--- config.mk ---
export PLATFORM = sky130hd
export DESIGN_NAME = tea_ctr_byte_feeder
export DESIGN_NICKNAME = d
export VERILOG_FILES = /design/src/rtl/tea_ctr_byte_feeder.sv
export SDC_FILE = /design/constraint.sdc
export NUM_CORES = 1
export LEC_CHECK = 0
export ABC_AREA = 1
export CAP_MARGIN = 10
export CORE_MARGIN = 1
export CORE_UTILIZATION = 45
export CTS_CLUSTER_DIAMETER = 150
export DETAILED_ROUTE_END_ITERATION = 7
export PLACE_DENSITY_LB_ADDON = 0.25
export RECOVER_POWER = 50
export SYNTH_ARGS = -nofsm -noshare
export SYNTH_HDL_FRONTEND = slang
export SYNTH_SLANG_ARGS = --single-unit
--- constraint.sdc ---
create_clock -name clk -period 25 [get_ports clk]
set_input_delay 2.5 -clock clk [delete_from_list [all_inputs] [get_ports clk]]
set_output_delay 2.5 -clock clk [all_outputs]
set_load 0.02 [all_outputs]
--- src/rtl/tea_ctr_byte_feeder.sv ---
// Byte-stream front end for tea_ctr: packs bytes into 64-bit blocks, issues one
// core operation per block with its own counter value, and serialises the result.
module tea_ctr_byte_feeder #(
    parameter int unsigned TIMEOUT = 1024
) (
    input  logic        clk,
    input  logic        rst,
    input  logic        init,
    input  logic [63:0] base_nonce,
    input  logic [7:0]  s_byte,
    input  logic        s_valid,
    output logic        s_ready,
    input  logic        s_last,
    output logic [7:0]  m_byte,
    output logic        m_valid,
    input  logic        m_ready,
    output logic        m_last,
    output logic        core_start,
    output logic [63:0] core_data_in,
    output logic [63:0] core_nonce,
    input  logic [63:0] core_data_out,
    input  logic        core_done,
    output logic [31:0] blk_cnt,
    output logic        err_timeout
);

    localparam int unsigned TW = $clog2(TIMEOUT + 1);

    typedef enum logic [1:0] {FILL, START, WAIT, DRAIN} state_t;

    state_t        state;
    logic [2:0]    cnt;
    logic [3:0]    n_bytes;
    logic          last_flag;
    logic [63:0]   nonce_base;
    logic [63:0]   blk_idx;
    logic [63:0]   unpack;
    logic [2:0]    rem;
    logic [TW-1:0] tmo;
    logic [2:0]    wr_pos;
    logic          hs;

    // core_data_in doubles as the pack register; byte 0 lands in the top byte
    assign wr_pos = ~cnt;
    assign hs     = s_valid & s_ready;

    always_ff @(posedge clk or posedge rst) begin
        if (rst) begin
            state        <= FILL;
            cnt          <= '0;
            n_bytes      <= '0;
            last_flag    <= 1'b0;
            nonce_base   <= '0;
            blk_idx      <= '0;
            unpack       <= '0;
            rem          <= '0;
            tmo          <= '0;
            s_ready      <= 1'b1;
            m_byte       <= '0;
            m_valid      <= 1'b0;
            m_last       <= 1'b0;
            core_start   <= 1'b0;
            core_data_in <= '0;
            core_nonce   <= '0;
            blk_cnt      <= '0;
            err_timeout  <= 1'b0;
        end else begin
            case (state)
                FILL: begin
                    if (hs) begin
                        core_data_in[{wr_pos, 3'b000} +: 8] <= s_byte;
                        cnt <= cnt + 3'd1;
                        if (cnt == 3'd7 || s_last) begin
                            n_bytes    <= {1'b0, cnt} + 4'd1;
                            last_flag  <= s_last;
                            core_nonce <= nonce_base + blk_idx;
                            core_start <= 1'b1;
                            s_ready    <= 1'b0;
                            state      <= START;
                        end
                    end else if (init && cnt == 3'd0) begin
                        nonce_base  <= base_nonce;
                        blk_idx     <= '0;
                        blk_cnt     <= '0;
                        err_timeout <= 1'b0;
                    end
                end
                START: begin
                    core_start <= 1'b0;
                    tmo        <= '0;
                    state      <= WAIT;
                end
                WAIT: begin
                    // tmo == 0 is the first WAIT cycle, where core_done may be stale
                    if (tmo != '0 && core_done) begin
                        unpack  <= {core_data_out[55:0], 8'h00};
                        m_byte  <= core_data_out[63:56];
                        m_valid <= 1'b1;
                        m_last  <= last_flag && (n_bytes == 4'd1);
                        rem     <= 3'(n_bytes - 4'd1);
                        blk_idx <= blk_idx + 64'd1;
                        blk_cnt <= blk_cnt + 32'd1;
                        state   <= DRAIN;
                    end else if (tmo == TW'(TIMEOUT - 1)) begin
                        err_timeout  <= 1'b1;
                        cnt          <= '0;
                        core_data_in <= '0;
                        s_ready      <= 1'b1;
                        state        <= FILL;
                    end else begin
                        tmo <= tmo + TW'(1);
                    end
                end
                DRAIN: begin
                    if (m_ready) begin
                        if (rem == 3'd0) begin
                            m_valid      <= 1'b0;
                            m_last       <= 1'b0;
                            m_byte       <= '0;
                            cnt          <= '0;
                            core_data_in <= '0;
                            s_ready      <= 1'b1;
                            state        <= FILL;
                        end else begin
                            m_byte <= unpack[63:56];
                            unpack <= {unpack[55:0], 8'h00};
                            rem    <= rem - 3'd1;
                            m_last <= last_flag && (rem == 3'd1);
                        end
                    end
                end
                default: state <= FILL;
            endcase
        end
    end

endmodule

==> results.txt <==
After synthesis, the largest family of logic cells by area is simple AND/OR/NAND/NOR gates. The share of total power dissipated in combinational logic is 0.400. The initial antenna violation count is 3. The total count of hold-check failures in the final report came out at 0.

The path type of the worst setup path is in2async. The share of power burned in the clock network came out at 0.255. The area added between synthesis and finish is 22.2%. The portion of synthesized cell area occupied by the leading cell type is 0.398. The total power per unit cell area came out at 91.8 mW/mm^2.

The total count of max-transition violations in the final report came out at 379. The count of antenna-violating nets left after detailed routing came out at 0. The xor/xnor cell area share of the yosys netlist is 0.0282. The startpoint identified for the worst register-to-register timing path is cnt[0]. The cell-internal power came out at approximately 1.6 mW. The cell area after synthesis came out at 0.0239 mm^2. The number of maximum-capacitance violations is 5. For the worst setup path, the data arrival time is about 9800 ps. The worst-margin pin slew is approximately 5700 ps. For this run, the total global-route usage over all layers was measured as 0.279. The remaining global-route overflow is 0. The number of rows in the core area is 84. The total of warnings raised by yosys is 0.

The total vias in the final route came out at 23700. The count of input and output buffers came out at 315. The maximum clock insertion buffer count came out at 3.

Of the total power, the share spent switching nets is 0.415. The number of buffers inserted during clock tree synthesis is 44. Clock skew on the completed layout was measured at 34.6 ps. The post-synthesis instance total came out at 3591.

The remaining design rule violation count came out at 0. The total non-filler cell area in the finished layout is 0.0292 mm^2. The critical path launch point type is an input pin. The run finished, with violations left. The synthesis-stage register bit count is 381.

The floorplan step set the die width to 232 um. Setup total negative slack on the finished layout was measured at 0 ps. The layout filler cell count is 5237. The final reports fail on capacitance limit, slew limit. The vias per cell is 5.16. The required time reported for the critical path endpoint is about 26000 ps. After detailed routing, the total wire length is ~75000 um. Leaving out fill and tap cells, the most frequent cell in the layout is sky130_fd_sc_hd__nand2_1. The average instance area after synthesis came out at roughly 6.7 um^2.

The count of routing violations after the opening detailed-route iteration is between 1500 and 2000. Setup repair after global routing left no endpoint under its margin. The first-pass iteration count of the detailed router came out at 5.

At the later pin of the worst-skew pair, clock insertion delay measures 610 ps. The worst-case vdd ir drop came out at 0.0648 mV. The area of placed instances came out at ~0.028 mm^2.

Following the worst setup path forward leads to its endpoint at core_nonce[58]. The half-perimeter wire length of the detailed placement result came out at 57600 um. Summed over all instances, the cell type with the most area after synthesis is sky130_fd_sc_hd__dfrtp_1. The floorplan step defined a die boundary enclosing about 0.054 mm^2. Along the worst path, the maximum fanout reaches 128. The share of the Yosys chip area taken by registers is 0.399. The via count of the first global-routing pass is 22200. Of the total synthesized cell area, the portion taken by full adders, half adders and majority gates is 0.0411. The worst register-to-register path ends at core_nonce[25].

The worst setup path is captured at an async pin. The core footprint came out at 0.0526 mm^2. The area fraction in compound gates after synthesis was 0.0728. The clock root buffer is sky130_fd_sc_hd__clkbuf_16.

The clock tree from TritonCTS is built. Across all register-to-register paths, the minimum setup slack is approximately 19000 ps. The depth of the worst register-to-register path came out at 10.

Tracing the worst setup path back leads to its startpoint at rst. The analysis attributes to cell leakage a power of 14.9 nW. In this run, post-CTS hold repair placed 0 buffers. The multiplexer fraction of the synthesized cell area is 0. Of the cells placed in the final design, the portion with a size suffix greater than 1 is 0.0271.

The number of top-level pins is 316. The number of nets in the finished design came out at 4097. The switching power came out at 1.11 mW.

The final critical path time including I/O delays and setup is 9270 ps. In this run, post-CTS repair resized a total of 0 instances. CTS built an H-tree with a depth of 2. The power share of the sequential group is 0.345. The normalized max-slew margin came out at -2.79.

The maximum number of pins on one net before global-route repair is 129. The upper clock frequency limit is ~110 MHz. In the layout the commonest cells are sky130_fd_sc_hd__nand2_1 (1475), sky130_fd_sc_hd__inv_1 (457), sky130_fd_sc_hd__dfrtp_1 (380). The number of sinks handled by clock tree synthesis came out at 381. The number of library cell types mapped by synthesis is 37. The post-synthesis share of cell area spent on and, or, nand and nor gates came out at 0.370. The post-route clock period utilization came out at 0.371.

The initial core utilization is 0.455. The first-pass GRT wire length came out at ~120000 um. The total nets after synthesis came out at 3812. The setup violation total in the final timing report is 0.

The clock transition at the register clock pins on the worst setup and hold paths after CTS is 60 ps. The routability congestion estimate came out at 0.998. In this run the worst hold path is classified as reg2reg. The routed wirelength normalized by instance count came out at 16.4 um. The height of the die is 232 um. The total setup buffers inserted after CTS came out at 0. Ranked by total cell area, the synthesized netlist is headed by sky130_fd_sc_hd__dfrtp_1 (40%), sky130_fd_sc_hd__nand2_1 (23%), sky130_fd_sc_hd__inv_1 (7.2%).
## metrics by stage
step	utilization	hold WS (ps)	std cells	setup slack (ps)	power [mW]
floorplan	-	443	3591	11920	1.61
global placement	0.527	453	4518	19450	2.00
detailed placement	0.527	458	4518	19470	2.02
CTS	0.557	473	4599	20080	2.72
global route	0.556	488	4600	14210	2.86
finish	0.556	463	4600	15730	2.68
## power by group through the flow
stage	Clock [mW]	Combinational, mW	Sequential, mW
floorplan	0	0.633	0.979
CTS	0.696	1.10	0.926
global route	0.719	1.20	0.945
global placement	0	1.07	0.933
detailed placement	0	1.09	0.933
finish	0.684	1.07	0.925
## layer usage
metal	vias to the layer above	track usage	wire, um
met1	11000	0.362	32700
met4	4	0.128	3460
met5	-	0	19
met2	700	0.456	34800
li1	11900	-	-
met3	176	0.0429	4400
## worst min path at each step
stage | to | cells after the start | startpoint
6_report | core_data_in[8] | 2 | core_data_in[8]
5_1_grt | core_data_in[44] | 2 | core_data_in[44]
4_1_cts | core_data_in[8] | 2 | core_data_in[8]
3_5_place_dp | core_data_in[8] | 2 | core_data_in[8]
3_3_place_gp | core_data_in[12] | 2 | core_data_in[12]
2_1_floorplan | last_flag | 2 | last_flag
## flip-flops by register name (all words and copies together), names as in the netlist, 2 cells and up
signal / flops
core_data_in: 64
nonce_base: 64
n_bytes: 4
state: 2
tmo: 11
core_nonce: 64
m_byte: 8
unpack: 56
blk_cnt: 32
cnt: 3
rem: 3
blk_idx: 64
## layout make-up
cell class / instances / area [um^2] / area share
Multi-Input combinational cell: 2649 / 12300 / 0.419
Sequential cell: 381 / 9540 / 0.326
Timing Repair Buffer: 330 / 3250 / 0.111
Inverter: 470 / 1770 / 0.0605
Clock buffer: 67 / 1330 / 0.0454
Tap cell: 688 / 861 / 0.0295
Clock inverter: 14 / 225 / 0.00771
Antenna cell: 1 / 2.50 / 0.0000856
## synth_stat cells, drive strengths merged
cell type / count
fa: 1
o21ai: 157
nand2: 1476
dfrtp: 380
a22o: 1
clkinv: 5
o22ai: 2
nand4: 73
dfstp: 1
xnor2: 40
xor2: 37
and2: 2
ha: 77
a31oi: 18
nand3: 214
buf: 27
and3: 1
a31o: 2
o211ai: 37
a21oi: 66
nor3: 53
nor3b: 5
o31ai: 25
nor2b: 2
nor4: 5
o21bai: 1
or2: 7
nor2: 336
inv: 465
clkbuf: 64
nand3b: 11
## worst max-delay path, stage by stage
cell and delay [ps]:
sky130_fd_sc_hd__dlygate4sd3_1 540, sky130_fd_sc_hd__clkinvlp_2 3090, sky130_fd_sc_hd__clkbuf_1 2550, sky130_fd_sc_hd__buf_4 970
## kinds of logic after synthesis
kind of cell    Yosys count
compound gates          309
xor+xnor                 77
fa+ha+maj                78
buf+inv                 561
flops                   381
simple gates           2185
No activity file was read; power rests on OpenSTA's default activity.
